**config.mk**
```make
export PLATFORM = sky130hd
export DESIGN_NAME = pool_line_pair_buffer
export DESIGN_NICKNAME = d
export VERILOG_FILES = /design/src/rtl/pool_line_pair_buffer_pkg.sv /design/src/rtl/pool_line_pair_buffer.sv
export SDC_FILE = /design/constraint.sdc
export NUM_CORES = 2
export LEC_CHECK = 0
export BUFFER_PORTS_ARGS = -buffer_cell sky130_fd_sc_hd__buf_2
export CORE_AREA = 2 2 524 526
export CTS_CLUSTER_DIAMETER = 120
export DETAILED_ROUTE_END_ITERATION = 16
export DIE_AREA = 0 0 526 528
export SKIP_LAST_GASP = 1
export SYNTH_ARGS = -nofsm -noshare
export SYNTH_HDL_FRONTEND = slang
export SYNTH_SLANG_ARGS = --single-unit
```
**constraint.sdc**
```tcl
create_clock -name clk -period 1.83 [get_ports clk]
set_input_delay 0.183 -clock clk [delete_from_list [all_inputs] [get_ports clk]]
set_output_delay 0.183 -clock clk [all_outputs]
set_load 0.01 [all_outputs]
```
**src/rtl/pool_line_pair_buffer_pkg.sv**
```systemverilog
// Shared definitions for the row-pair buffer and the max-pool top.
// The state encoding and the lane packing of a pair word live here.
package pool_line_pair_buffer_pkg;

    typedef enum logic {
        StEven = 1'b0,
        StOdd  = 1'b1
    } pair_state_e;

    localparam int unsigned PixWDefault = 16;

    // Pair word layout: even row in the low half, odd row in the high half.
    localparam bit PairEvenLow = 1'b1;

endpackage

```
**src/rtl/pool_line_pair_buffer.sv**
```systemverilog
// Row-pair buffer feeding the 2x2 max-pool array: pairs rows (2k, 2k+1) into one wide word.
// An odd final row of a map is paired with itself so the pool stage sees an ordinary pair.
module pool_line_pair_buffer
    import pool_line_pair_buffer_pkg::*;
#(
    parameter int unsigned PIX_W = PixWDefault,
    parameter int unsigned ROW_W = 28,
    parameter int unsigned ROWS  = 28,
    localparam int unsigned LANES = ROW_W / 2
) (
    input  logic                       clk,
    input  logic                       rst,
    input  logic                       din_valid,
    output logic                       din_ready,
    input  logic [ROW_W*PIX_W-1:0]     din_row,
    output logic                       pair_valid,
    input  logic                       pair_ready,
    output logic [2*ROW_W*PIX_W-1:0]   pair_data,
    output logic [LANES-1:0]           lane_en,
    output logic                       pair_last,
    output logic                       frame_done
);

    localparam int unsigned RowBits = ROW_W * PIX_W;
    localparam int unsigned CntW    = (ROWS > 1) ? $clog2(ROWS) : 1;

    pair_state_e          state_q;
    logic [CntW-1:0]      row_cnt_q;
    logic [RowBits-1:0]   row0_q;

    logic in_fire;
    logic out_fire;
    logic row_last;

    function automatic logic [2*RowBits-1:0] pack_pair(input logic [RowBits-1:0] odd_row,
                                                       input logic [RowBits-1:0] even_row);
        return PairEvenLow ? {odd_row, even_row} : {even_row, odd_row};
    endfunction

    // Slot frees up in the same cycle it is consumed, giving one pair per two rows.
    assign din_ready = !pair_valid || pair_ready;
    assign in_fire   = din_valid && din_ready;
    assign out_fire  = pair_valid && pair_ready;
    assign row_last  = (row_cnt_q == CntW'(ROWS - 1));

    always_ff @(posedge clk) begin
        if (rst) begin
            state_q    <= StEven;
            row_cnt_q  <= '0;
            row0_q     <= '0;
            pair_valid <= 1'b0;
            pair_data  <= '0;
            lane_en    <= '0;
            pair_last  <= 1'b0;
            frame_done <= 1'b0;
        end else begin
            frame_done <= out_fire && pair_last;

            if (out_fire) begin
                pair_valid <= 1'b0;
                lane_en    <= '0;
            end

            // A load in the same cycle as a consume overrides the clear above.
            if (in_fire) begin
                row_cnt_q <= row_last ? '0 : row_cnt_q + 1'b1;
                unique case (state_q)
                    StEven: begin
                        row0_q <= din_row;
                        if (row_last) begin
                            pair_data  <= pack_pair(din_row, din_row);
                            pair_last  <= 1'b1;
                            pair_valid <= 1'b1;
                            lane_en    <= '1;
                        end else begin
                            state_q <= StOdd;
                        end
                    end
                    StOdd: begin
                        pair_data  <= pack_pair(din_row, row0_q);
                        pair_last  <= row_last;
                        pair_valid <= 1'b1;
                        lane_en    <= '1;
                        state_q    <= StEven;
                    end
                endcase
            end
        end
    end

endmodule

```
==> key figures <==
Critical path
  – Worst path arrival time: 2.74 ns
  – Setup crit start: row_cnt_q[1]
  – Reg-to-reg endpoint: pair_data[275]
  – Depth of the most critical reg-to-reg path: 9
  – CP startpoint kind: flip-flop
  – Crit path kind: flip-flop to flip-flop
  – Worst reg2reg setup slack: -0.19 ns
  – Worst r2r src: row_cnt_q[1]
  – Crit. End Element: flip-flop
  – CP Data Required Time: between 2 and 3 ns
  – Max FO, Critical Path: 27
  – Crit path to: pair_data[275]

Power
  – P_sw: about 0.022 W
  – Share of power burned in the clock network: 0.439
  – Leakage power: between 30 and 40 nW
  – Internal: about 0.055 W
  – PD cells: 943.6 nW/µm²
  – Sw frac: 0.2815
  – Worst VDD drop: 0.6902 mV
  – PnR Total Power: 0.07713 W
  – Combinational power share: 0.146
  – Sequential share of power: 0.415

STA
  – Final-report setup violation count: 952
  – Final worst slack: -0.1930 ns
  – Rel. slew slack: 0.4661
  – Post-layout minimum cycle time: between 2 and 2.5 ns
  – RSZ-0062 raised after global routing: true
  – Smallest hold slack: roughly 0.17 ns
  – Tcrit/Tclk final: 1.105
  – Final hold vios: 0
  – Max Freq: a little under 500 MHz
  – Clock Skew: 0.04336 ns
  – Worst-Margin Slew: around 0.80 ns
  – Final slew viol count: 0

Cells and area
  – Fill cells: approximately 29k
  – Layout area overhead: 46.52%
  – Multi-input combinational cell area: approximately 26000 µm²
  – Nets@finish: approximately 9.3k
  – Final core utilization: 0.3000
  – Register area: between 20000 and 30000 µm²
  – Layout cells sized above 1: 0.2488

Clock network
  – CTS H-tree lvls: 4
  – Clock root cell: clkbuf_16
  – Clk slew on worst S/H paths: about 0.060 ns
  – Clock Path Buffers: 4
  – TritonCTS Sinks: 1367
  – Clk_lat worst skew: 0.83 ns
  – CTS tree: done
  – TritonCTS Buffers: 166

Run status
  – Status: complete, but fails checks
  – Failing checks: setup timing

Route
  – First drt pass iteration count: 6
  – Post-route ant nets: 0
  – Via density per instance: ~4.8
  – Total number of vias: about 60k
  – Routed wire length: about 280 mm
  – 1st-iter DRT viols: 5276
  – Drc violations: 0
  – Routed length per instance: roughly 22 µm

Floorplan
  – Rows: ~190
  – Die area: around 280000 µm²
  – Core area: between 200000 and 300000 µm²
  – Initial Utilization: 0.2048
  – Die Y: between 500 and 600 µm
  – IO Pins: around 1.4k
  – Die Wd: ~530 µm

Place
  – DP HPWL: a little under 200 mm
  – I/O Buffers: about 1.4k
  – Routability cong.: a little over 0.9
  – Pre-CTS setup slack: -0.3363 ns

Global routing
  – First-pass GRT wire length: approximately 380 mm
  – Pin count of the biggest net entering global routing: ~120
  – Initial antenna violation count: 29
  – GRT overflow: 0
  – Number of global-route vias before repair: 54.50k
  – All-Layer GR Usage: 0.1802

Synth
  – Synth Net Count: 7518
  – Yosys reg bits: 1367
  – Synth unique cells: 30
  – Synthesized area per cell: between 7 and 8 µm²
  – Register area share after synthesis: 0.4905
  – Ys Warns: 0
  – Syn Inst Count: slightly above 7k
  – Netlist Area Pre-Place: ~56000 µm²

Hold path
  – Hold Path Class: input pin to flip-flop

Run
  – Max Cap Violations: 0
==> area by class of cell <==
| class | count | share of cell area |
|---|---|---|
| clock buffers | 237 | 0.05928 |
| multi-input cells | 4994 | 0.3201 |
| diodes | 7 | 0.0002143 |
| flip-flops and latches | 1367 | 0.3348 |
| inverters | 4 | 0.0003061 |
| clock inverters | 49 | 0.007761 |
| well taps | 3589 | 0.05494 |
| repair buffers | 2323 | 0.2226 |
==> power groups by stage <==
stage	Clock [W]	Combinational (W)	Sequential (W)
2_1_floorplan	0	0.00418	0.0329
3_3_place_gp	0	0.00937	0.0326
3_5_place_dp	0	0.00937	0.0326
4_1_cts	0.0345	0.0104	0.0320
5_1_grt	0.0357	0.0121	0.0322
6_report	0.0339	0.0112	0.0320
==> flip-flops by register name, indices dropped and copies added, names as in the netlist <==
name        cells
pair_data     896
row0_q        448
lane_en        14
row_cnt_q       5
frame_done      1
pair_last       1
pair_valid      1
state_q         1
==> stage by stage <==
stage	instances	setup TNS [ns]	cell area, µm²
detailed placement	11740	-114.35	69030
global route	12570	-200.40	81730
CTS	12490	-127.30	79390
global placement	11740	-93.97	69030
floorplan	7065	0	55790
finish	12570	-69.52	81740
==> cells by family after synthesis <==
kind of cell,after synthesis,share of synthesized area
compound gates,2265,0.2537
fa+ha+maj,1,0.0002242
buf+inv,704,0.05073
flops,1367,0.4905
mux,3,0.0005831
simple gates,2725,0.2042
==> per-layer routing <==
layer  part of all wire  vias up  GRT usage
met1               0.42    28680     0.2275
met3              0.095      522    0.05591
li1                   -    28150          -
met2               0.44     2690     0.2834
met5            0.00014        -          0
met4              0.044        6    0.07343
==> cells in the final DEF (no fill, tap or decap), drive strengths merged, types with 5 or more instances in the layout <==
cell and n:
dfxtp 1367, o21ai 451, clkinv 25, buf 1831
a21oi 915, a221oi 448, clkbuf 276, o31ai 448
nand2b 448, dlygate4sd3 451, diode 7, nor2 5
nand2 2260, inv 15, bufinv 9
==> how the worst min path moves through the flow <==
stage,from,endpoint,slack [ns],cells after the start
detailed placement,row0_q[109],row0_q[109],0.44,2
global placement,row0_q[73],row0_q[73],0.44,2
CTS,din_row[351],row0_q[351],0.05,4
global route,din_row[351],pair_data[799],0.09,4
floorplan,din_row[0],row0_q[0],0.32,2
finish,din_row[351],row0_q[351],0.17,4
==> critical path, stage by stage, from the launching register on <==
cell,delay (ns)
dfxtp_2,0.35
ha_4,0.16
nand4b_4,0.15
buf_4,0.20
buf_12,0.16
buf_12,0.21
buf_12,0.16
nand2b_1,0.07
o31ai_1,0.06
a221oi_1,0.32
==> what timing repair did <==
action	in CTS	in global routing
hold buffers	451	0
setup buffers	7	25
endpoints found under the hold margin	1364	0
cloned	5	50
resized for setup	30	237
setup endpoints to repair	1318	1354
pin swaps	2	120
==> cell usage after synthesis, drive strengths merged <==
library cell,count,share of area
and4b,1,0.00018
nand3,4,0.00036
inv,4,0.00027
mux2i,1,0.00018
nor2b,2,0.00022
o21ai,451,0.040
a311oi,1,0.00016
o211ai,1,0.00013
nor2,5,0.00034
nand2,2260,0.15
dfxtp,1367,0.49
ha,1,0.00022
nand4b,1,0.00027
nor3b,1,0.00013
a221oi,448,0.070
mux2,2,0.00040
nand4,1,0.00011
a211oi,1,0.00022
a21oi,915,0.082
nor3,2,0.00027
o31ai,448,0.060
buf,191,0.016
clkbuf,509,0.034
nand2b,448,0.050
No activity file was read; power rests on OpenSTA's default activity.
